## config.mk

```make
export PLATFORM = sky130hd
export DESIGN_NAME = uart_tx_mmio_flat
export DESIGN_NICKNAME = d
export VERILOG_FILES = /design/src/rtl/uart_tx_mmio_if.sv /design/src/rtl/uart_tx_mmio.sv /design/src/flat_wrapper.sv
export SDC_FILE = /design/constraint.sdc
export NUM_CORES = 1
export LEC_CHECK = 0
export BUFFER_PORTS_ARGS = -buffer_cell sky130_fd_sc_hd__clkbuf_2
export CORE_MARGIN = 2
export CORE_UTILIZATION = 55
export CTS_BUF_LIST = sky130_fd_sc_hd__clkbuf_8 sky130_fd_sc_hd__clkbuf_16
export DETAILED_ROUTE_END_ITERATION = 12
export PLACE_DENSITY = 0.87
export SYNTH_ARGS = -nofsm -noshare
export SYNTH_HDL_FRONTEND = slang
export SYNTH_SLANG_ARGS = --single-unit
```

## constraint.sdc

```tcl
create_clock -name clk -period 3.9 [get_ports clk]
set_clock_uncertainty 0.2 [all_clocks]
set_input_delay 0.195 -clock clk [delete_from_list [all_inputs] [get_ports clk]]
set_output_delay 0.195 -clock clk [all_outputs]
set_load 0.005 [all_outputs]
```

## src/rtl/uart_tx_mmio_if.sv

```systemverilog
// Load/store port between the SoC core and the UART transmitter peripheral.
// The core drives address, store type/data and the load strobe; the peripheral returns data_out.
interface uart_tx_mmio_if;
    logic [31:0] address;
    logic [1:0]  write_type;
    logic [31:0] data_in;
    logic        read_en;
    logic [31:0] data_out;

    modport master (
        output address,
        output write_type,
        output data_in,
        output read_en,
        input  data_out
    );

    modport slave (
        input  address,
        input  write_type,
        input  data_in,
        input  read_en,
        output data_out
    );
endinterface

```

## src/rtl/uart_tx_mmio.sv

```systemverilog
// Memory-mapped 8N1 UART transmitter: stores to ADDR_DATA queue bytes in a small FIFO,
// loads return status or FIFO occupancy one cycle later, and a serializer drains the FIFO.
module uart_tx_mmio #(
    parameter int          CLK_FREQ        = 27_000_000,
    parameter int          BAUD_RATE       = 115200,
    parameter int          FIFO_DEPTH_LOG2 = 3,
    parameter logic [31:0] ADDR_DATA       = 32'hFFFF_FFFC,
    parameter logic [31:0] ADDR_STATUS     = 32'hFFFF_FFF8
) (
    input  logic          clk,
    input  logic          rst,
    uart_tx_mmio_if.slave bus,
    output logic          tx,
    output logic          busy
);
    // CLKS_PER_BIT must be at least 2 so the baud counter has a nonzero width.
    localparam int CLKS_PER_BIT = CLK_FREQ / BAUD_RATE;
    localparam int CNT_W        = $clog2(CLKS_PER_BIT);
    localparam int PTR_W        = FIFO_DEPTH_LOG2;
    localparam int DEPTH        = 1 << FIFO_DEPTH_LOG2;
    localparam logic [CNT_W-1:0] CNT_LAST = CNT_W'(CLKS_PER_BIT - 1);

    typedef enum logic [1:0] {IDLE, START, DATA, STOP} state_t;

    logic [7:0]       mem [DEPTH];
    logic [PTR_W-1:0] wr_ptr;
    logic [PTR_W-1:0] rd_ptr;
    logic [PTR_W:0]   count;
    logic             full;
    logic             empty;
    logic             push;
    logic             push_ok;
    logic             pop;
    logic             ovf_set;
    logic             status_rd;
    logic             overflow;

    state_t           state;
    state_t           state_n;
    logic [CNT_W-1:0] cnt;
    logic [CNT_W-1:0] cnt_n;
    logic [2:0]       bit_idx;
    logic [2:0]       bit_idx_n;
    logic [7:0]       shreg;
    logic [7:0]       shreg_n;
    logic             tx_n;
    logic             unused_data_hi;

    assign unused_data_hi = ^bus.data_in[31:8];

    assign full      = (count == (PTR_W + 1)'(DEPTH));
    assign empty     = (count == '0);
    assign push      = (bus.write_type != 2'd0) && (bus.address == ADDR_DATA);
    // A simultaneous pop frees a slot, so a push into a full FIFO still lands.
    assign push_ok   = push && (!full || pop);
    assign ovf_set   = push && full && !pop;
    assign status_rd = bus.read_en && (bus.address == ADDR_STATUS);
    assign busy      = !empty || (state != IDLE);

    always_comb begin
        state_n   = state;
        cnt_n     = cnt;
        bit_idx_n = bit_idx;
        shreg_n   = shreg;
        tx_n      = tx;
        pop       = 1'b0;
        case (state)
            IDLE: begin
                if (!empty) begin
                    pop     = 1'b1;
                    shreg_n = mem[rd_ptr];
                    state_n = START;
                    tx_n    = 1'b0;
                    cnt_n   = '0;
                end
            end
            START: begin
                if (cnt == CNT_LAST) begin
                    state_n   = DATA;
                    cnt_n     = '0;
                    bit_idx_n = 3'd0;
                    tx_n      = shreg[0];
                    shreg_n   = {1'b1, shreg[7:1]};
                end else begin
                    cnt_n = cnt + CNT_W'(1);
                end
            end
            DATA: begin
                if (cnt == CNT_LAST) begin
                    cnt_n = '0;
                    if (bit_idx == 3'd7) begin
                        state_n = STOP;
                        tx_n    = 1'b1;
                    end else begin
                        bit_idx_n = bit_idx + 3'd1;
                        tx_n      = shreg[0];
                        shreg_n   = {1'b1, shreg[7:1]};
                    end
                end else begin
                    cnt_n = cnt + CNT_W'(1);
                end
            end
            STOP: begin
                if (cnt == CNT_LAST) begin
                    cnt_n = '0;
                    // Back-to-back frames: go straight to the next start bit.
                    if (!empty) begin
                        pop     = 1'b1;
                        shreg_n = mem[rd_ptr];
                        state_n = START;
                        tx_n    = 1'b0;
                    end else begin
                        state_n = IDLE;
                        tx_n    = 1'b1;
                    end
                end else begin
                    cnt_n = cnt + CNT_W'(1);
                end
            end
            default: begin
                state_n = IDLE;
                tx_n    = 1'b1;
            end
        endcase
    end

    always_ff @(posedge clk) begin
        if (rst) begin
            state   <= IDLE;
            cnt     <= '0;
            bit_idx <= 3'd0;
            tx      <= 1'b1;
        end else begin
            state   <= state_n;
            cnt     <= cnt_n;
            bit_idx <= bit_idx_n;
            tx      <= tx_n;
        end
    end

    always_ff @(posedge clk) begin
        shreg <= shreg_n;
    end

    always_ff @(posedge clk) begin
        if (push_ok) begin
            mem[wr_ptr] <= bus.data_in[7:0];
        end
    end

    always_ff @(posedge clk) begin
        if (rst) begin
            wr_ptr <= '0;
            rd_ptr <= '0;
            count  <= '0;
        end else begin
            if (push_ok) begin
                wr_ptr <= wr_ptr + PTR_W'(1);
            end
            if (pop) begin
                rd_ptr <= rd_ptr + PTR_W'(1);
            end
            case ({push_ok, pop})
                2'b10:   count <= count + (PTR_W + 1)'(1);
                2'b01:   count <= count - (PTR_W + 1)'(1);
                default: count <= count;
            endcase
        end
    end

    // Load results and the sticky overflow flag use pre-edge state; a new overflow beats the clear.
    always_ff @(posedge clk) begin
        if (rst) begin
            overflow     <= 1'b0;
            bus.data_out <= 32'd0;
        end else begin
            overflow <= ovf_set | (overflow & ~status_rd);
            if (bus.read_en) begin
                if (status_rd) begin
                    bus.data_out <= {28'd0, overflow, (state != IDLE), empty, full};
                end else if (bus.address == ADDR_DATA) begin
                    bus.data_out <= 32'(count);
                end else begin
                    bus.data_out <= 32'd0;
                end
            end
        end
    end
endmodule

```

## src/flat_wrapper.sv

```systemverilog
// flat-port wrapper written by rule: the top's interface ports become plain ports
module uart_tx_mmio_flat 
#(
    parameter int          CLK_FREQ        = 27_000_000,
    parameter int          BAUD_RATE       = 115200,
    parameter int          FIFO_DEPTH_LOG2 = 3,
    parameter logic [31:0] ADDR_DATA       = 32'hFFFF_FFFC,
    parameter logic [31:0] ADDR_STATUS     = 32'hFFFF_FFF8
)
  (clk, rst, tx, busy, bus_address, bus_write_type, bus_data_in, bus_read_en, bus_data_out);
  uart_tx_mmio_if bus_i ();
  input  logic clk;
  input  logic rst;
  output logic tx;
  output logic busy;
  input wire logic [$bits(bus_i.address)-1:0] bus_address;
  input wire logic [$bits(bus_i.write_type)-1:0] bus_write_type;
  input wire logic [$bits(bus_i.data_in)-1:0] bus_data_in;
  input wire logic [$bits(bus_i.read_en)-1:0] bus_read_en;
  output wire logic [$bits(bus_i.data_out)-1:0] bus_data_out;
  assign bus_i.address = bus_address;
  assign bus_i.write_type = bus_write_type;
  assign bus_i.data_in = bus_data_in;
  assign bus_i.read_en = bus_read_en;
  assign bus_data_out = bus_i.data_out;
  uart_tx_mmio #(.CLK_FREQ(CLK_FREQ), .BAUD_RATE(BAUD_RATE), .FIFO_DEPTH_LOG2(FIFO_DEPTH_LOG2), .ADDR_DATA(ADDR_DATA), .ADDR_STATUS(ADDR_STATUS)) u_core (.clk(clk), .rst(rst), .bus(bus_i), .tx(tx), .busy(busy));
endmodule
```

== Word level (Yosys, flattened, before mapping) ==
Memory sizes are Yosys's and may differ from the RTL's. A register that Yosys moved wholly into a read port is not among the register bits.
Cells that the tools add are included.

* Flip-flop bits (word level): 65
* RAM bits: 64
* Input port bits: 69
* Logic and storage cells: 94
* Memories kept: 1

{| class="wikitable"
|+ Memory list
! memory !! words !! width !! read ports !! clocked after Yosys merged registers in !! write ports !! line !! source
|-
| u_core.mem || 8 || 8 || 1 || 1 || 1 || uart_tx_mmio.sv:25 || <nowiki>logic [7:0] mem [DEPTH];</nowiki>
|}

* Add/sub/neg operators: 6
* Equal/unequal tests: 16
* Mux-type cells: 37
* Bitwise logic cells: 3
* Reduce and logical (&&, ||, !) cells: 21

{| class="wikitable"
|+ Operator list
! operator !! number
|-
| equality test 32 bit, second input constant || 2
|-
| two-way mux 8 bit || 7
|-
| two-way mux 32 bit || 1
|-
| case mux 8 bit (4 select lines) || 1
|-
| case mux 8 bit (2 select lines) || 1
|-
| two-way mux 3 bit || 5
|-
| AND reduction 4 bit || 3
|-
| two-way mux 1 bit || 11
|-
| two-way mux 2 bit || 5
|-
| adder 3 x 1 -> 3 bit, second input constant || 3
|-
| adder 8 x 1 -> 8 bit, second input constant || 1
|-
| equality test 8 bit, second input constant || 1
|-
| inequality test 2 x 1 -> 1 bit, second input constant || 4
|-
| case mux 2 bit (4 select lines) || 1
|-
| case mux 4 bit (2 select lines) || 1
|-
| nonzero test 2 bit || 4
|-
| equality test 2 bit, second input constant || 3
|-
| case mux 3 bit (2 select lines) || 1
|-
| logical AND 1 bit || 5
|-
| AND reduction 5 bit || 1
|-
| adder 4 x 1 -> 4 bit, second input constant || 1
|-
| equality test 2 x 1 -> 1 bit, second input constant || 2
|-
| equality test 4 bit, second input constant || 1
|-
| logical NOT 4 bit || 1
|-
| other kinds (13) || 17
|}

== Logic depth before layout (Yosys ltp) ==
* Depth after elaboration: 8
* Gate-level depth with buffers: 14

== Worst setup path after synthesis ==
Ideal clock, no wire load.

* Kind: register to register
* From: register u_core.state[0]
* To: memory u_core.mem[0][0] (enable)
* Setup time: 395 ps
* Arrival time: 2316 ps
* Data required time: 3305 ps
* Slack: 989 ps
* Stages on the path, launching flop included: 9
* Clock period less this slack: 2911 ps
* Cell sequence: dfxtp_1 inv_1 ha_1 clkbuf_8 inv_1 nand2_8 o21ai_1 nand2_1 nor4_1

* Longest elaborated chain between the ends: 6
* Elaborated cells on any way between the ends: 7
* Classes of those cells: 1 x eq/ne; 3 x mux; 3 x reduce/logical

{| class="wikitable"
|+ Ends and longest elaborated chain
! element !! line !! source
|-
| start: declaration || uart_tx_mmio.sv:38 || <nowiki>state_t state;</nowiki>
|-
| start signal: assignment || uart_tx_mmio.sv:134 || <nowiki>state <= state_n;</nowiki>
|-
| equality test 2 bit / logical NOT 2 bit (equally long branches) || uart_tx_mmio.sv:67 || <nowiki>case (state)</nowiki>
|-
| case mux 1 bit (2 select lines) * || uart_tx_mmio.sv:67 ||
|-
| logical OR 1 bit * || uart_tx_mmio.sv:55 || <nowiki>assign push_ok = push && (!full || pop);</nowiki>
|-
| logical AND 1 bit * || uart_tx_mmio.sv:55 ||
|-
| two-way mux 1 bit * || uart_tx_mmio.sv:146 || <nowiki>if (push_ok) begin</nowiki>
|-
| two-way mux 1 bit (not written as such) * || uart_tx_mmio.sv:147 || <nowiki>mem[wr_ptr] <= bus.data_in[7:0];</nowiki>
|-
| end: declaration || uart_tx_mmio.sv:25 ||
|}

Every way passes the cells marked *; elsewhere a longest branch is shown, timed or not.

== Worst setup path after layout ==
* From: register u_core.state[0]
* To: memory u_core.mem[5][5] (enable)

Same word-level chain as after synthesis.

==> impl_metrics.csv <==
group,metric,value,unit
yosys,synth_compound_area_frac,0.0841,
place,gp_congestion,0.795,
die,die-height,98.7,um
die,start_util,0.565,
timing,fin_crit,2.86,ns
pwr,peakVddDrop,0.322,mV
run,max_cap_violations,0,
critical_path,critPathMaxFanout,10,
yosys,synth_seq_cells,104,
critical_path,crit_family,"buffers and inverters",
timing,maxSlewViolCount,0,
drt,firstDrtPassIters,4,
critical_path,path_cells,"inv_1 -> ha_1 -> inv_1 -> nand2_8 -> o21ai_1 -> nand2_1 -> nor3_1 -> buf_4",
drt,dr_total_vias,3174,
layout,fill_cells,626,
timing,fmax,0.349,GHz
drt,top_layer,"met4",
timing,fin_crit_sh,0.734,
yosys,syn_avg_cell_area,12.7,um^2
critical_path,worstSetupStartpointType,"register",
drt,routed_wirelength,8.99,mm
critical_path,cp.depth,8,
layout,n_antenna_cell,0,
clocking,cts_tree,"done",
die,dieArea,9730,um^2
timing,relSlewSlack,0.351,
yosys,synthMuxAreaShare,0.0978,
clocking,root_buffer,"clkbuf_8",
grt,grt_pass1_wl,15.3,mm
grt,antenna_found_initial,0,
min_path,min_path_cells,3,
grt,grt.total_usage,0.198,
timing,worst_pin_slew,0.964,ns
drt,wl_per_cell,16.0,um
yosys,yosysSeqAreaShare,0.569,
critical_path,cp.arrival,2.74,ns
die,fp.dieW,98.7,um
drt,met2RoutedLength,4.79,mm
yosys,yosys.area_share.simple,0.133,
place,port_buffers,50,
drt,ant_nets,0,
yosys,synth_xor_area_frac,0.0160,
critical_path,worstSetupPathType,"register to register",
critical_path,end_kind,"register",
yosys,netlist_area,4930,um^2
die,core-area,8720,um^2
grt,grt_pass1_vias,3228,
timing,tns,0,ns
run_status,status,"finished clean",
yosys,synth_top_family_by_area,"simple AND/OR/NAND/NOR gates",
grt,grt_overflow_total,0,
critical_path,rr_worst_depth,8,
critical_path,cp_slowest_stage_delay,0.44,ns
critical_path,slowest_stage,"ha_1",
yosys,synth_edf_count,72,
min_path,min_path_type,"primary input to register",
critical_path,worst-path-buf-inv,3,
yosys,ys.warnings.count,0,
yosys,synthAdderAreaFrac,0.0305,
yosys,yosys.cell_types.count,58,
layout,syn_to_final_growth,11.2,%
clocking,cts_sinks,104,
clocking,cts.clk_slew.worst_paths,0.11,ns
timing,rsz0062_at_grt,"no",
clocking,clk_latency,0.37,ns
drt,drtIter0Drc,244,
clocking,cts-htree-levels,3,
yosys,ys_async_sr_fraction,0,
timing,hold_violations,0,
critical_path,crit_required,3.78,ns
layout,final_nets,531,
place,place_hpwl,6.32,mm
layout,drive_gt1_frac,0.231,
drt,routedLengthMet1,3.64,mm
drt,dr_wl_met3,446,um
timing,setup_viol,0,
die,io_pins,103,
clocking,clk_path_buf_depth,2,
die,row_count,34,
yosys,synth_ff_type,"edfxtp_1",
clocking,numCtsBuffers,9,
critical_path,crit_path_frequent_cell,"inv_1",
pwr,finalPower,0.00220,W
yosys,synth_cells,387,
pwr,p_leak,1.95,nW
drt,via_per_inst,5.64,
drt,drcViolationCount,0,
pwr,p_per_area,402,nW/um^2
grt,grt_max_degree,30,
-- placed cells by master, fill, tap and decap left out, drive strengths merged, types with 12 or more instances in the layout --
cell type,n
edfxtp,72
a21oi,15
nor2,32
inv,12
nand3,15
o21ai,22
dfxtp,32
nand2,25
ha,12
conb,28
mux4,16
clkbuf,59
-- cells by family (layout without fill, tap and decap cells) --
kind of cell / count (synthesis) / after routing
other: 1 / 28
adder cells (fa/ha/maj): 12 / 12
buffers and inverters: 51 / 92
flip-flops: 104 / 104
XOR/XNOR: 9 / 9
AND/OR/NAND/NOR: 119 / 119
AO/OA/AOI/OAI: 63 / 63
multiplexers: 28 / 28
-- power by group --
| group | internal (W) | switching [W] |
|---|---|---|
| combinational | 0.0000950 | 0.000167 |
| sequential | 0.00123 | 0.0000268 |
| clock | 0.000265 | 0.000421 |
| total | 0.00159 | 0.000614 |
-- per-stage QoR --
step | setup WS [ns] | hold WS (ns) | util | std cells | area (um^2)
after floorplan | 0.989 | 0.0939 | - | 414 | 5030
after global placement | 1.25 | 0.256 | 0.594 | 538 | 5180
after detailed placement | 1.09 | 0.261 | 0.594 | 538 | 5180
after CTS | 1.05 | 0.0629 | 0.628 | 563 | 5480
after global routing | 0.858 | 0.147 | 0.628 | 563 | 5480
final | 1.04 | 0.0844 | 0.628 | 563 | 5480
-- synthesized netlist by cell type, drive strengths merged (4+ instances only) --
cell,count,area [um^2]
a21oi,15,86.3
a2bb2oi,4,35.0
buf,35,259
clkbuf,9,53.8
dfxtp,32,641
edfxtp,72,2160
ha,12,150
inv,7,26.3
mux2i,11,110
mux4,16,360
nand2,25,110
nand3,15,75.1
nand4,8,50.1
nor2,32,128
nor3,10,50.1
nor4,4,43.8
o21ai,22,110
xnor2,4,35.0
xor2,5,43.8
-- what timing repair did --
item,CTS,global route
hold buffers,9,0
resized for setup,0,0
buffers inserted,0,0
hold endpoints to repair,68,0
-- per-layer routing --
layer	vias to the layer above	global-route usage
li1	1532	-
met2	102	0.354
met1	1529	0.244
met4	0	0.0643
met3	11	0.0369
met5	-	0
-- worst paths after layout --
| check | slack, ns | to | start |
|---|---|---|---|
| worst max-delay path | 1.04 | u_core.mem[5][5]$_DFFE_PP_ | u_core.state[0]$_SDFFE_PP0P_ |
| worst min-delay path | 0.08 | u_core.overflow$_SDFF_PP0_ | bus_address[2] |
| worst max register to register | 1.04 | u_core.mem[5][5]$_DFFE_PP_ | u_core.state[0]$_SDFFE_PP0P_ |
| worst min register to register | 0.29 | u_core.overflow$_SDFF_PP0_ | u_core.overflow$_SDFF_PP0_ |
-- worst reg2reg max path, stage by stage, from the launching register on --
cell and delay (ns):
dfxtp_1 0.39, inv_1 0.12, ha_1 0.44, inv_1 0.25, nand2_8 0.10, o21ai_1 0.36
nand2_1 0.19, nor3_1 0.28, buf_4 0.24
-- registers in the layout, indices dropped and copies added (netlist names), named ones only --
name	flops
u_core.bus.data_out	4
u_core.state	2
u_core.mem	64
u_core.wr_ptr	3
u_core.shreg	8
u_core.count	4
u_core.rd_ptr	3
u_core.tx	1
u_core.cnt	8
u_core.bit_idx	3
u_core.overflow	1
-- final cells by class --
class                           instances  area, um^2  area share
Clock inverter                          7        88.8      0.0162
Tap cell                              108         135      0.0247
Sequential cell                       104        2800       0.512
Inverter                                7        26.3     0.00480
Clock buffer                            9         124      0.0226
Multi-Input combinational cell        259        1890       0.344
Timing Repair Buffer                   69         415      0.0758
No activity file was read; power rests on OpenSTA's default activity.
